`src/rtl/axil_pkg.sv`:
```
// Shared types and constants for the AXI4-Lite initiator: FSM states,
// AXI response codes and default parameter values.
package axil_pkg;

  typedef enum logic [2:0] {
    IDLE    = 3'd0,
    WR_REQ  = 3'd1,
    WR_RESP = 3'd2,
    RD_REQ  = 3'd3,
    RD_RESP = 3'd4,
    RSP     = 3'd5
  } axil_state_e;

  localparam logic [1:0] AXIL_RESP_OKAY   = 2'b00;
  localparam logic [1:0] AXIL_RESP_EXOKAY = 2'b01;
  localparam logic [1:0] AXIL_RESP_SLVERR = 2'b10;
  localparam logic [1:0] AXIL_RESP_DECERR = 2'b11;

  localparam int AXIL_DATA_WIDTH_DEF     = 32;
  localparam int AXIL_ADDR_WIDTH_DEF     = 4;
  localparam int AXIL_TIMEOUT_CYCLES_DEF = 256;

endpackage

```
`src/rtl/axil_timeout_counter.sv`:
```
// Wait-cycle counter for the AXI4-Lite initiator's debug timeout.
// Only instantiated when AXIL_MASTER_TIMEOUT_EN is defined.
module axil_timeout_counter #(
  parameter int LIMIT = 256
) (
  input  logic i_clk,
  input  logic i_reset,
  input  logic i_clear,
  input  logic i_enable,
  output logic o_expired
);

  localparam int CNT_W = $clog2(LIMIT + 1);

  logic [CNT_W-1:0] r_count;

  // Expired flags the LIMIT-th counted cycle so the exit edge lands on it.
  always_ff @(posedge i_clk) begin
    if (i_reset || i_clear) begin
      r_count <= '0;
    end else if (i_enable && !o_expired) begin
      r_count <= r_count + CNT_W'(1);
    end
  end

  assign o_expired = (r_count == CNT_W'(LIMIT - 1));

endmodule

```
`src/rtl/axi_lite_master.sv`:
```
// Single-outstanding AXI4-Lite initiator driven by a cmd/rsp handshake.
// Optional debug timeout recovery is compiled in with AXIL_MASTER_TIMEOUT_EN.
module axi_lite_master
  import axil_pkg::*;
#(
  parameter int AXIL_DATA_WIDTH = AXIL_DATA_WIDTH_DEF,
  parameter int AXIL_ADDR_WIDTH = AXIL_ADDR_WIDTH_DEF,
  parameter int TIMEOUT_CYCLES  = AXIL_TIMEOUT_CYCLES_DEF
) (
  input  logic                         clk,
  input  logic                         reset,
  input  logic                         cmd_valid,
  output logic                         cmd_ready,
  input  logic                         cmd_we,
  input  logic [AXIL_ADDR_WIDTH-1:0]   cmd_addr,
  input  logic [AXIL_DATA_WIDTH-1:0]   cmd_wdata,
  input  logic [AXIL_DATA_WIDTH/8-1:0] cmd_wstrb,
  output logic                         rsp_valid,
  input  logic                         rsp_ready,
  output logic                         rsp_we,
  output logic [AXIL_DATA_WIDTH-1:0]   rsp_rdata,
  output logic [1:0]                   rsp_resp,
  output logic                         rsp_timeout,
  output logic                         awvalid,
  input  logic                         awready,
  output logic [AXIL_ADDR_WIDTH-1:0]   awaddr,
  output logic                         wvalid,
  input  logic                         wready,
  output logic [AXIL_DATA_WIDTH-1:0]   wdata,
  output logic [AXIL_DATA_WIDTH/8-1:0] wstrb,
  input  logic                         bvalid,
  output logic                         bready,
  input  logic [1:0]                   bresp,
  output logic                         arvalid,
  input  logic                         arready,
  output logic [AXIL_ADDR_WIDTH-1:0]   araddr,
  input  logic                         rvalid,
  output logic                         rready,
  input  logic [AXIL_DATA_WIDTH-1:0]   rdata,
  input  logic [1:0]                   rresp
);

  axil_state_e r_state;
  axil_state_e w_state_next;

  logic r_awvalid, r_wvalid, r_arvalid;
  logic r_aw_done, r_w_done;
  logic [AXIL_ADDR_WIDTH-1:0]   r_awaddr, r_araddr;
  logic [AXIL_DATA_WIDTH-1:0]   r_wdata, r_rsp_rdata;
  logic [AXIL_DATA_WIDTH/8-1:0] r_wstrb;
  logic                         r_rsp_we;
  logic [1:0]                   r_rsp_resp;

  logic w_accept, w_aw_hs, w_w_hs, w_ar_hs, w_b_hs, w_r_hs;
  logic w_aw_done, w_w_done, w_expired, w_timeout;

  assign w_accept  = (r_state == IDLE) && cmd_valid;
  assign w_aw_hs   = r_awvalid && awready;
  assign w_w_hs    = r_wvalid && wready;
  assign w_ar_hs   = r_arvalid && arready;
  assign w_b_hs    = (r_state == WR_RESP) && bvalid;
  assign w_r_hs    = (r_state == RD_RESP) && rvalid;
  assign w_aw_done = r_aw_done || w_aw_hs;
  assign w_w_done  = r_w_done || w_w_hs;
  // A response arriving on the expiry cycle still wins over the timeout.
  assign w_timeout = w_expired && !w_b_hs && !w_r_hs;

  always_ff @(posedge clk) begin
    if (reset) begin
      r_state <= IDLE;
    end else begin
      r_state <= w_state_next;
    end
  end

  always_comb begin
    w_state_next = r_state;
    case (r_state)
      IDLE:    if (cmd_valid) w_state_next = cmd_we ? WR_REQ : RD_REQ;
      WR_REQ:  if (w_aw_done && w_w_done) w_state_next = WR_RESP;
      WR_RESP: if (bvalid) w_state_next = RSP;
      RD_REQ:  if (w_ar_hs) w_state_next = RD_RESP;
      RD_RESP: if (rvalid) w_state_next = RSP;
      RSP:     if (rsp_ready) w_state_next = IDLE;
      default: w_state_next = IDLE;
    endcase
    if (w_timeout) begin
      w_state_next = RSP;
    end
  end

  always_comb begin
    cmd_ready = 1'b0;
    bready    = 1'b0;
    rready    = 1'b0;
    rsp_valid = 1'b0;
    case (r_state)
      IDLE:    cmd_ready = 1'b1;
      WR_RESP: bready    = 1'b1;
      RD_RESP: rready    = 1'b1;
      RSP:     rsp_valid = 1'b1;
      default: ;
    endcase
  end

  // Each request valid falls independently after its own handshake.
  always_ff @(posedge clk) begin
    if (reset) begin
      r_awvalid <= 1'b0;
      r_wvalid  <= 1'b0;
      r_arvalid <= 1'b0;
      r_aw_done <= 1'b0;
      r_w_done  <= 1'b0;
    end else if (w_accept) begin
      r_awvalid <= cmd_we;
      r_wvalid  <= cmd_we;
      r_arvalid <= !cmd_we;
      r_aw_done <= 1'b0;
      r_w_done  <= 1'b0;
    end else if (w_timeout) begin
      r_awvalid <= 1'b0;
      r_wvalid  <= 1'b0;
      r_arvalid <= 1'b0;
    end else begin
      if (w_aw_hs) begin
        r_awvalid <= 1'b0;
        r_aw_done <= 1'b1;
      end
      if (w_w_hs) begin
        r_wvalid <= 1'b0;
        r_w_done <= 1'b1;
      end
      if (w_ar_hs) begin
        r_arvalid <= 1'b0;
      end
    end
  end

  always_ff @(posedge clk) begin
    if (reset) begin
      r_awaddr    <= '0;
      r_araddr    <= '0;
      r_wdata     <= '0;
      r_wstrb     <= '0;
      r_rsp_we    <= 1'b0;
      r_rsp_rdata <= '0;
      r_rsp_resp  <= AXIL_RESP_OKAY;
    end else if (w_accept) begin
      if (cmd_we) begin
        r_awaddr <= cmd_addr;
        r_wdata  <= cmd_wdata;
        r_wstrb  <= cmd_wstrb;
      end else begin
        r_araddr <= cmd_addr;
      end
      r_rsp_we    <= cmd_we;
      r_rsp_rdata <= '0;
      r_rsp_resp  <= AXIL_RESP_OKAY;
    end else if (w_b_hs) begin
      r_rsp_rdata <= '0;
      r_rsp_resp  <= bresp;
    end else if (w_r_hs) begin
      r_rsp_rdata <= rdata;
      r_rsp_resp  <= rresp;
    end else if (w_timeout) begin
      r_rsp_rdata <= '0;
      r_rsp_resp  <= AXIL_RESP_SLVERR;
    end
  end

`ifdef AXIL_MASTER_TIMEOUT_EN
  logic w_busy, w_cnt_expired, r_rsp_timeout;

  assign w_busy = (r_state == WR_REQ) || (r_state == WR_RESP) ||
                  (r_state == RD_REQ) || (r_state == RD_RESP);

  axil_timeout_counter #(
    .LIMIT(TIMEOUT_CYCLES)
  ) u_timeout (
    .i_clk    (clk),
    .i_reset  (reset),
    .i_clear  (w_accept),
    .i_enable (w_busy),
    .o_expired(w_cnt_expired)
  );

  assign w_expired = w_busy && w_cnt_expired;

  always_ff @(posedge clk) begin
    if (reset || w_accept) begin
      r_rsp_timeout <= 1'b0;
    end else if (w_timeout) begin
      r_rsp_timeout <= 1'b1;
    end
  end

  assign rsp_timeout = r_rsp_timeout;
`else
  // The limit only matters with the timeout built in.
  logic w_unused_timeout;
  assign w_unused_timeout = |TIMEOUT_CYCLES;
  assign w_expired        = 1'b0;
  assign rsp_timeout      = 1'b0;
`endif

  assign awvalid   = r_awvalid;
  assign wvalid    = r_wvalid;
  assign arvalid   = r_arvalid;
  assign awaddr    = r_awaddr;
  assign araddr    = r_araddr;
  assign wdata     = r_wdata;
  assign wstrb     = r_wstrb;
  assign rsp_we    = r_rsp_we;
  assign rsp_rdata = r_rsp_rdata;
  assign rsp_resp  = r_rsp_resp;

endmodule
```
`config.mk`:
```
export PLATFORM = sky130hd
export DESIGN_NAME = axi_lite_master
export DESIGN_NICKNAME = d
export VERILOG_FILES = /design/src/rtl/axil_pkg.sv /design/src/rtl/axil_timeout_counter.sv /design/src/rtl/axi_lite_master.sv
export SDC_FILE = /design/constraint.sdc
export NUM_CORES = 1
export LEC_CHECK = 0
export CAP_MARGIN = 20
export CORE_MARGIN = 5
export CORE_UTILIZATION = 40
export CTS_CLUSTER_SIZE = 30
export DETAILED_ROUTE_END_ITERATION = 10
export PLACE_DENSITY = 0.8
export SLEW_MARGIN = 20
export SYNTH_ARGS = -nofsm -noshare
export SYNTH_HDL_FRONTEND = slang
export SYNTH_SLANG_ARGS = --single-unit
export TNS_END_PERCENT = 100
```
`constraint.sdc`:
```
create_clock -name clk -period 2 [get_ports clk]
set_input_delay 0.4 -clock clk [delete_from_list [all_inputs] [get_ports clk]]
set_output_delay 0.4 -clock clk [all_outputs]
set_load 0.01 [all_outputs]
```
==> qor.csv <==
stage,metric,value,unit
status,outcome,"complete, no violations",
power,total chip power,4.16,mW
sta,clk_skew,0.0114,ns
floorplanning,Die X,102,um
min_path,Hold Path Depth,2,
floorplanning,Initial Util,0.411,
clocking,CTS tree,yes,
floorplanning,Die ar.,10400,um2
sta,Final Hold Viols,0,
global_routing,initial antenna violation count,0,
placement,Final GP Congestion,0.760,
yosys,Post-Syn Nets,493,
routing,vias per cell,5.20,
routing,Remaining DRCs,0,
placement,post-DP HPWL,7.33,mm
power,power density over cell area,765,nW/um2
sta,RSZ-0062 raised after global routing,false,
placement,Post-Place Cell Area,5200,um2
setup_path,crit-path max FO,11,
sta,Max Freq,523,MHz
clocking,clock sink count,87,
global_routing,met2 Usage GRT,0.325,
clocking,clk_lat worst skew,0.34,ns
cells_and_area,"commonest non-fill, non-tap cell in the layout",clkdlybuf4s50_1,
routing,Final ANT Viol Nets,0,
yosys,Netlist cell types,34,
floorplanning,Rows,33,
cells_and_area,nets,649,
sta,final setup fails,0,
yosys,post-synthesis instance total,407,
placement,Placement Setup Slack,0.0106,ns
yosys,"Avg Cell Area, Syn",8.34,um2
sta,Final TNS setup,0,ns
setup_path,Reg2Reg Capture Point,rsp_rdata[17],
setup_path,Worst EP required,1.60,ns
setup_path,startpoint types,flop,
floorplanning,# IOs,173,
global_routing,GRT busiest layer,met2,
setup_path,"Arr. time, crit path",1.51,ns
sta,fin crit share,0.956,
clocking,Post-CTS Hold Fix Bufs,0,
clocking,CTS Buf Count,9,
routing,Initial DRC Count,159,
floorplanning,Chip Height,102,um
setup_path,WS Path Type,flop to primary output,
placement,Buffers on Ports,171,
clocking,root buffer cell,clkbuf_8,
setup_path,R2R depth,5,
sta,max-slew violation count,0,
yosys,Netlist Area Pre-Place,3390,um2
global_routing,Congestion Overflow GR,0,
yosys,Seq cells post-synth,87,
global_routing,met1 usage,0.226,
cells_and_area,Final Non-Filler Cells,672,
global_routing,first-pass GRT wire length,15.7,mm
global_routing,largest net degree at the start of global routing,50,
power,Lkg Pwr,1.82,nW
cells_and_area,ant diodes,0,
cells_and_area,Final Instance Area,5440,um2
sta,Setup WS post-layout,0.0885,ns
clocking,# H-tree levels,3,
global_routing,number of global-route vias before repair,3314,
placement,Placed Cells,657,
cells_and_area,"commonest non-fill, non-tap cells in the layout","168 x clkdlybuf4s50_1, 85 x dfxtp_1, 83 x a21oi_1",
floorplanning,CORE AREA,8260,um2
routing,DR WL/cell,15.3,um
cells_and_area,Layout area overhead,60.4,%
routing,DRT Wirelength,10.3,mm
power,peak supply drop,400,uV
yosys,post-synthesis sequential area ratio,0.513,
cells_and_area,layout cells sized above 1,0.0794,
global_routing,met3 Usage GRT,0.0328,
setup_path,CP endpoint kind,primary output,
setup_path,worst reg-to-reg setup slack,0.44,ns
routing,vias post-DR,3493,
yosys,Ys Warns,0,
cells_and_area,final core occ,0.659,
sta,Tmin final,1.91,ns
global_routing,GRT Overall Usage,0.188,
clocking,Post-CTS Repair Setup Buffers,0,
clocking,Max clock buf depth,2,
sta,WHS,0.455,ns
min_path,HP Class,flop to flop,
cells_and_area,# fillers,684,
routing,drt pass-1 iters,5,
clocking,"CTS clk-pin slew, worst paths",0.08,ns
min_path,min-delay src,rsp_rdata[25],
flow_run,Max Cap Violations,0,
setup_path,RR Startpoint,r_state[1],
min_path,hold endpoint,rsp_rdata[25],
layer usage:
metal | wire, um | vias up
met3 | 542 | 26
met5 | 0 | -
met2 | 5290 | 108
met1 | 4110 | 1634
li1 | - | 1725
met4 | 345 | 0
final cells by class:
| class | instances | area (um2) | share of cell area |
|---|---|---|---|
| Clock inverter | 5 | 106 | 0.0195 |
| Sequential cell | 87 | 1750 | 0.321 |
| Multi-Input combinational cell | 279 | 1450 | 0.266 |
| Tap cell | 105 | 131 | 0.0241 |
| Inverter | 2 | 7.51 | 0.00138 |
| Clock buffer | 10 | 128 | 0.0235 |
| Timing Repair Buffer | 184 | 1880 | 0.345 |
synthesized netlist by cell type:
| library cell | number | share of area |
|---|---|---|
| o21ai_0 | 35 | 0.052 |
| nand3b_1 | 3 | 0.0066 |
| buf_6 | 7 | 0.023 |
| o21ai_2 | 6 | 0.015 |
| nor3b_1 | 1 | 0.0022 |
| conb_1 | 1 | 0.0011 |
| buf_4 | 1 | 0.0022 |
| nor4b_4 | 1 | 0.0070 |
| or2_2 | 3 | 0.0055 |
| nor4bb_1 | 1 | 0.0029 |
| nand2_1 | 68 | 0.075 |
| o2111ai_1 | 1 | 0.0026 |
| nand4bb_1 | 2 | 0.0066 |
| o21ai_1 | 3 | 0.0044 |
| a21o_1 | 1 | 0.0022 |
| o221ai_1 | 2 | 0.0052 |
| and3_1 | 1 | 0.0018 |
| a211o_1 | 1 | 0.0026 |
| nand3_1 | 47 | 0.069 |
| a211oi_1 | 2 | 0.0044 |
| dfxtp_1 | 87 | 0.51 |
| a32oi_1 | 1 | 0.0026 |
| a21oi_1 | 83 | 0.12 |
| inv_1 | 1 | 0.0011 |
| or4b_4 | 1 | 0.0041 |
| mux2_2 | 1 | 0.0033 |
| clkbuf_1 | 22 | 0.024 |
| nand2b_1 | 2 | 0.0037 |
| inv_2 | 1 | 0.0011 |
| nor3_1 | 2 | 0.0029 |
| mux2i_1 | 2 | 0.0059 |
| buf_2 | 9 | 0.013 |
| nor2_1 | 7 | 0.0077 |
| nand4_1 | 1 | 0.0018 |
sequential cells by signal, summed over array words and instances, names as in the netlist:
name       flops
wstrb          4
rsp_we         1
rsp_resp       2
r_w_done       1
awvalid        1
r_aw_done      1
r_state        3
arvalid        1
wvalid         1
rsp_rdata     32
wdata         32
awaddr         4
araddr         4
worst max path at each step:
stage	cells past startpoint	startpoint	slack (ns)	to
after floorplan	5	r_state[2]	0.54	araddr[3]
after global placement	5	cmd_valid	0.07	awaddr[1]
after detailed placement	5	cmd_valid	0.01	wstrb[3]
after CTS	3	r_state[1]	0.01	rsp_valid
after global routing	3	r_state[1]	0.02	rsp_valid
final	2	r_state[2]	0.09	rready
power breakdown:
group | total (mW) | internal [mW] | switching (mW)
combinational | 0.863 | 0.448 | 0.415
clock | 1.43 | 0.828 | 0.599
sequential | 1.87 | 1.82 | 0.0550
cell families (layout without fill, tap and decap cells):
family	after synthesis	after routing	share of synthesized area
buffers and inverters	41	201	0.0653
and+or+nand+nor	140	140	0.198
muxes	3	3	0.00922
other	1	1	0.00111
AOI/OAI and AO/OA	135	135	0.213
DFF	87	87	0.513
repair_timing:
item | in CTS | in global routing
resized for setup | 3 | 3
pin swaps | 0 | 0
gates cloned | 0 | 0
endpoints found under the setup margin | 4 | 2
critical path, cell delays in order, from the launching register on:
cell	delay (ns)
dfxtp_4	0.41
nor3b_1	0.19
clkdlybuf4s50_1	0.57
No activity file was read; power rests on OpenSTA's default activity.
